**src/rtl/cdma_stripe_mux.sv**
```systemverilog
// rtl/cdma_stripe_mux.sv - merges striped per-channel data streams into one stream per mux command
//
// Consumes (vfid, len, ctl) commands and forwards len+1 beats taken round-robin
// across the channel streams, starting at channel vfid. tlast marks the final
// beat of each command; s_mux_done pulses once per completed command with ctl set.
//
// Ports:
//   aclk, aresetn                  clock, asynchronous active-low reset
//   s_mux_valid/ready              command handshake
//   s_mux_vfid/len/ctl             start channel, beats-1, done request
//   s_mux_done                     one-cycle completion pulse
//   s_axis_tvalid/tready           per-channel stream handshake (N_CH wide)
//   s_axis_tdata/tkeep/tlast       per-channel payload, channel i at slice i (tlast unused)
//   m_axis_tvalid/tready           merged stream handshake
//   m_axis_tdata/tkeep/tlast       merged payload, tlast generated from the command length
module cdma_stripe_mux #(
    parameter int N_CH      = 4,
    parameter int DATA_BITS = 64,
    parameter int BLEN_BITS = 8,
    parameter int ID_BITS   = (N_CH > 1) ? $clog2(N_CH) : 1
) (
    input  logic                       aclk,
    input  logic                       aresetn,
    input  logic                       s_mux_valid,
    output logic                       s_mux_ready,
    input  logic [ID_BITS-1:0]         s_mux_vfid,
    input  logic [BLEN_BITS-1:0]       s_mux_len,
    input  logic                       s_mux_ctl,
    output logic                       s_mux_done,
    input  logic [N_CH-1:0]            s_axis_tvalid,
    output logic [N_CH-1:0]            s_axis_tready,
    input  logic [N_CH*DATA_BITS-1:0]  s_axis_tdata,
    input  logic [N_CH*DATA_BITS/8-1:0] s_axis_tkeep,
    input  logic [N_CH-1:0]            s_axis_tlast,
    output logic                       m_axis_tvalid,
    input  logic                       m_axis_tready,
    output logic [DATA_BITS-1:0]       m_axis_tdata,
    output logic [DATA_BITS/8-1:0]     m_axis_tkeep,
    output logic                       m_axis_tlast
);

    localparam int KEEP_BITS = DATA_BITS / 8;

    typedef enum logic {
        S_IDLE = 1'b0,
        S_XFER = 1'b1
    } state_t;

    state_t               state_q, state_d;
    logic [ID_BITS-1:0]   ptr_q, ptr_d;
    logic [BLEN_BITS-1:0] cnt_q, cnt_d;
    logic                 ctl_q, ctl_d;
    logic                 done_q, done_d;
    logic                 ready_q, ready_d;

    logic                 in_xfer;
    logic [N_CH-1:0]      sel_onehot;
    logic                 sel_valid;
    logic [DATA_BITS-1:0] sel_data;
    logic [KEEP_BITS-1:0] sel_keep;
    logic                 out_hs;

    // Channel tlast is not meaningful here: beat count comes from the command.
    logic unused_tlast;
    assign unused_tlast = ^s_axis_tlast;

    // State register
    always_ff @(posedge aclk or negedge aresetn) begin
        if (!aresetn) begin
            state_q <= S_IDLE;
            ptr_q   <= '0;
            cnt_q   <= '0;
            ctl_q   <= 1'b0;
            done_q  <= 1'b0;
            ready_q <= 1'b0;
        end else begin
            state_q <= state_d;
            ptr_q   <= ptr_d;
            cnt_q   <= cnt_d;
            ctl_q   <= ctl_d;
            done_q  <= done_d;
            ready_q <= ready_d;
        end
    end

    // Channel select: decode ptr once, reuse for data mux and tready steering.
    always_comb begin
        sel_onehot = '0;
        sel_valid  = 1'b0;
        sel_data   = '0;
        sel_keep   = '0;
        for (int i = 0; i < N_CH; i++) begin
            if (ptr_q == ID_BITS'(i)) begin
                sel_onehot[i] = 1'b1;
                sel_valid     = s_axis_tvalid[i];
                sel_data      = s_axis_tdata[i*DATA_BITS +: DATA_BITS];
                sel_keep      = s_axis_tkeep[i*KEEP_BITS +: KEEP_BITS];
            end
        end
    end

    // Output logic: everything except ready/done is combinational from state.
    always_comb begin
        in_xfer       = (state_q == S_XFER);
        m_axis_tvalid = in_xfer && sel_valid;
        m_axis_tdata  = in_xfer ? sel_data : '0;
        m_axis_tkeep  = in_xfer ? sel_keep : '0;
        m_axis_tlast  = in_xfer && (cnt_q == '0);
        s_axis_tready = (in_xfer && m_axis_tready) ? sel_onehot : '0;
        out_hs        = m_axis_tvalid && m_axis_tready;
        s_mux_ready   = ready_q;
        s_mux_done    = done_q;
    end

    // Next-state logic
    always_comb begin
        state_d = state_q;
        ptr_d   = ptr_q;
        cnt_d   = cnt_q;
        ctl_d   = ctl_q;
        done_d  = 1'b0;
        ready_d = ready_q;
        case (state_q)
            S_IDLE: begin
                // ready comes up on the first edge after reset release
                ready_d = 1'b1;
                if (s_mux_valid && ready_q) begin
                    ptr_d   = s_mux_vfid;
                    cnt_d   = s_mux_len;
                    ctl_d   = s_mux_ctl;
                    ready_d = 1'b0;
                    state_d = S_XFER;
                end
            end
            S_XFER: begin
                if (out_hs) begin
                    // explicit wrap so non-power-of-2 channel counts work
                    ptr_d = (ptr_q == ID_BITS'(N_CH - 1)) ? '0 : ptr_q + ID_BITS'(1);
                    cnt_d = cnt_q - BLEN_BITS'(1);
                    if (cnt_q == '0) begin
                        state_d = S_IDLE;
                        done_d  = ctl_q;
                        ready_d = 1'b1;
                    end
                end
            end
            default: state_d = S_IDLE;
        endcase
    end

    // Upstream must never hand over a start channel beyond the stripe width.
    a_vfid_legal: assert property (@(posedge aclk) disable iff (!aresetn)
        (s_mux_valid && s_mux_ready) |-> (32'(s_mux_vfid) < N_CH));

    a_tready_selected: assert property (@(posedge aclk) disable iff (!aresetn)
        (s_axis_tready & ~sel_onehot) == '0);

    a_no_tvalid_idle: assert property (@(posedge aclk) disable iff (!aresetn)
        (state_q == S_IDLE) |-> !m_axis_tvalid);

endmodule

```
**config.mk**
```make
export PLATFORM = sky130hd
export DESIGN_NAME = cdma_stripe_mux
export DESIGN_NICKNAME = d
export VERILOG_FILES = /design/src/rtl/cdma_stripe_mux.sv
export SDC_FILE = /design/constraint.sdc
export NUM_CORES = 1
export LEC_CHECK = 0
export ABC_AREA = 1
export ABC_CLOCK_PERIOD_IN_PS = 2000
export CAP_MARGIN = 20
export CORE_AREA = 2 2 151 153
export DETAILED_ROUTE_END_ITERATION = 8
export DIE_AREA = 0 0 153 155
export DONT_BUFFER_PORTS = 1
export SLEW_MARGIN = 20
export SYNTH_ARGS = -nofsm -noshare
export SYNTH_HDL_FRONTEND = slang
export SYNTH_SLANG_ARGS = --single-unit
```
**constraint.sdc**
```tcl
create_clock -name aclk -period 2 [get_ports aclk]
set_clock_uncertainty 0.15 [all_clocks]
set_input_delay 0.2 -clock aclk [delete_from_list [all_inputs] [get_ports aclk]]
set_output_delay 0.2 -clock aclk [all_outputs]
set_load 0.01 [all_outputs]
```
# After elaboration in Yosys (flattened, before gate mapping)
# Index checks and enable logic that the tools add are counted.
# word_totals
in_bits	311
register_bits	14
# classes
addsub	2
reduce_logical	10
muxes	37
bitwise_logic	1
n_eq_ne	6
# op_table
operator	count
$mux W64	5
$mux W8	7
$mux W1	17
$pmux W8 S2	1
$logic_not A8 Y1	1
$sub A8 B1 Y8 const B	1
$mux W2	3
$reduce_and A2 Y1	3
$logic_and A1 B1 Y1	5
$eq A2 B2 Y1 const B	2
$mux W4	1
$ne A2 B1 Y1 const B	2
$pmux W1 S2	2
$pmux W2 S2	1
$add A2 B1 Y2 const B	1
$eq A2 B1 Y1 const B	1
$logic_not A2 Y1	1
$ne A2 B2 Y1 const B	1
$not A1 Y1	1

# Depth between registers and ports, before layout
# logic_depth
ltp_word	9
ltp_mapped	11
ltp_nobuf	10

# Least setup slack after synthesis
# Ideal clock, no wire load.
# synth_path
path_kind	reg-to-output
from	register ptr_q[0]
to	output port m_axis_tdata[24]
arrival_time_ns	1.479
n_path_buf	3
t_required_ns	1.650
stages_incl_launch_ff	10
slack_ns	0.171
path_cell_list	dfrtp_1 > inv_1 > ha_1 > inv_2 > buf_6 > buf_6 > buf_2 > o21ai_1 > o21ai_0 > a21oi_1
# synth_between
elab_chain_cells	6
word_cells_on_any_way	9
classes_between	3 x eq/ne; 5 x mux; 1 x reduce/logical
# synth_lines
element	line	source
start: declaration	50	logic [ID_BITS-1:0] ptr_q, ptr_d;
start signal: assignment	78	ptr_q <= ptr_d;
$logic_not A2 Y1	93	if (ptr_q == ID_BITS'(i)) begin
$mux W64 (3 in series)	93	
$mux W64 (*)	93	
$mux W64 (*)	106	m_axis_tdata = in_xfer ? sel_data : '0;
end: declaration	37	output logic [DATA_BITS-1:0] m_axis_tdata,
# Every way passes the cells marked *; elsewhere a longest branch is shown, timed or not.

# Worst setup path in the final report
# layout_path
from	register ptr_q[0]
to	output port m_axis_tdata[53]
# The elaborated chain is that of the path after synthesis.

==> out/metrics.cfg <==
[global_routing]
antenna_found_initial = 1
grt_max_degree = 50
grt_pass1_wl_mm = 27.5
grt_pass1_vias = 4603
grt.overflow.total = 0
grtUsageTotal = 0.148

[cells_and_area]
layout-drive-gt1-share = 0.446
syn2layout_area_growth_pct = 81.0
fin_nets = 1022
fin_util = 0.278
finalInstanceArea_mm2 = 0.00618

[drt]
route.detailed.drc = 0
drt-initial-drc-count = 726
dr.pass1.iters = 5
vias_per_cell = 5.57
num_vias = 5519
wire_per_inst_um = 22.3
wirelength_mm = 22.0
ant_nets = 0

[synth]
ys_ff_latch = 14
netlist_area_mm2 = 0.00341
yosys.area.top_type = a21oi_1
synthTopCellsByArea = a21oi_1, o21ai_1, o21ai_0
synth_cell_type_count = 26
synthCells = 637
syn_avg_cell_area_um2 = 5.36
yosysSeqAreaShare = 0.103
syn_nets = 954
ys_warn_count = 0
synth_top_area_share = 0.213

[sta]
setup_slack_ns = -0.276
hold_viol = 0
min_period_ns = 2.28
tightest_slew_ns = 0.711
rsz0062_at_grt = true
tns_ns = -14.50
slew_viol_final = 0
period_share = 1.14
finalSetupViolations = 86
fmax_mhz = 439
slew_headroom = 0.525

[clocking]
cts_tree = built
numCtsBuffers = 3
clk-insertion-delay-late_ns = 0.25
cts-root-buf = clkbuf_16
cts_max_path_buffers = 2
clock_sinks = 14
cts.clk_slew.worst_paths_ns = 0.05
cts_max_level = 1

[floorplanning]
die_w_um = 153
start_util = 0.154
die_y_um = 155
die_area_mm2 = 0.0237
boundaryPins = 391
rows = 55
fp.coreArea_mm2 = 0.0222

[worst_setup_path]
worst_ep_arrival_time_ns = 1.93
endpoint_kind = primary output
cp_common_cell = buf_4
ff2ff_path_depth = 13
crit_type = flop to primary output
worstSetupStartpointType = flop
crit_slowest_cell = dfrtp_2
rrSetupSlack_ns = -0.18
required_ns = 1.65
regToRegEndpoint = cnt_q[4]$_DFFE_PN0P_
worst-path-max-fanout = 8
rr_startpoint = ptr_q[1]$_DFFE_PN0P_
path_cells = buf_4 -> buf_4 -> ha_4 -> inv_12 -> buf_16 -> o21ai_0 -> a21oi_2 -> buf_4
crit_path_max_incr_delay_ns = 0.45

[run]
drv_cap = 0

[worst_hold_path]
hp-start = s_mux_len[7]
worstHoldEndpoint = cnt_q[7]$_DFFE_PN0P_
worstHoldPathType = input pin to flop
whs_path_depth = 4

[status]
status = finished with violations
violations = negative setup slack

[placement]
dpl.hpwl_mm = 13.2
routabilityCongestion = 0.920
io_buffers = 0
place_area_mm2 = 0.00405

[power]
irDropWorstVdd_v = 0.00119
power_density_mw_per_mm2 = 2300
p_leak_nw = 2.40

## power breakdown
part	internal, mW	total, mW	switching [mW]	leakage (nW)
registers	0.402	0.516	0.115	0.174
clock network	0.305	0.445	0.140	0.0442
logic	5.96	13.3	7.29	2.18
## cell usage after synthesis (all sizes together)
library cell	number
nor2	91
o31ai	1
dfrtp	14
buf	39
mux2	1
ha	6
clkbuf	28
nand3	14
and2	1
xor2	1
o21ai	229
nand2	48
nand4	3
inv	16
a21oi	145
## state kept, by name (all words and copies together), names as in the netlist
signal	count
in_xfer	1
ctl_q	1
s_mux_done	1
s_mux_ready	1
ptr_q	2
cnt_q	8
## how the worst max path moves through the flow
stage / from / endpoint / slack [ns]
5_1_grt: ptr_q[0]$_DFFE_PN0P_ / m_axis_tdata[46] / -0.33
3_5_place_dp: ptr_q[1]$_DFFE_PN0P_ / m_axis_tkeep[0] / -0.26
4_1_cts: ptr_q[0]$_DFFE_PN0P_ / m_axis_tdata[45] / -0.25
6_report: ptr_q[0]$_DFFE_PN0P_ / m_axis_tdata[53] / -0.28
3_3_place_gp: ptr_q[1]$_DFFE_PN0P_ / m_axis_tkeep[0] / -0.23
2_1_floorplan: ptr_q[0]$_DFFE_PN0P_ / m_axis_tdata[24] / 0.17
## layout make-up
type	count	area, um2
flip-flops and latches	14	353
repair inverters	2	27.5
diodes	1	2.50
multi-input cells	541	3460
inverters	16	90.1
fillers	2363	16100
clock buffers	4	88.8
repair buffers	127	1800
well taps	285	357
## cells by family (layout without fill, tap and decap cells)
group,Yosys count,after routing,share of synthesized area
flops,14,14,0.103
xor+xnor,1,1,0.00257
compound gates,375,375,0.557
buf+inv,83,149,0.118
mux,1,1,0.00330
fa+ha+maj,6,6,0.0220
simple gates,157,158,0.194
other cells,0,1,0
## per-stage QoR
stage,hold slack [ns],std cells,setup WS (ns),total power [mW]
after floorplan,-0.246,637,0.171,6.05
after global placement,-0.245,917,-0.227,8.42
after detailed placement,-0.245,917,-0.256,8.55
after CTS,0.000773,960,-0.246,12.0
after global routing,0.0333,989,-0.331,15.0
final,0.00156,990,-0.276,14.2
## cells in the final DEF (no fill, tap or decap), drive strengths merged
cell type    instances
nand2               49
dlygate4sd3          2
and2                 1
buf                117
nand3               14
diode                1
dfrtp               14
ha                   6
nand4                3
o31ai                1
o21ai              229
inv                 18
mux2                 1
a21oi              145
nor2                91
clkbuf              12
xor2                 1
## critical path: cells and delay by family (launching register included)
family / cells / cell delay [ns]
adders and majority gates: 1 / 0.21
buffers and inverters: 5 / 0.70
DFF: 1 / 0.45
AOI/OAI and AO/OA: 2 / 0.30
## what timing repair did
item	in CTS	in global routing
gates resized for setup	185	147
endpoints found under the setup margin	83	87
gates cloned	12	11
buffers inserted	26	21
hold buffers	2	0
pin swaps	40	72
hold endpoints to repair	15	0
## layer usage
metal	global-route usage	routed length, um	up-vias
met5	0	0	-
met4	0.0573	693	0
met3	0.0267	2140	71
met2	0.240	10500	506
met1	0.196	8700	2553
li1	-	-	2389
Note: power is estimated with default switching activity, not from simulation.
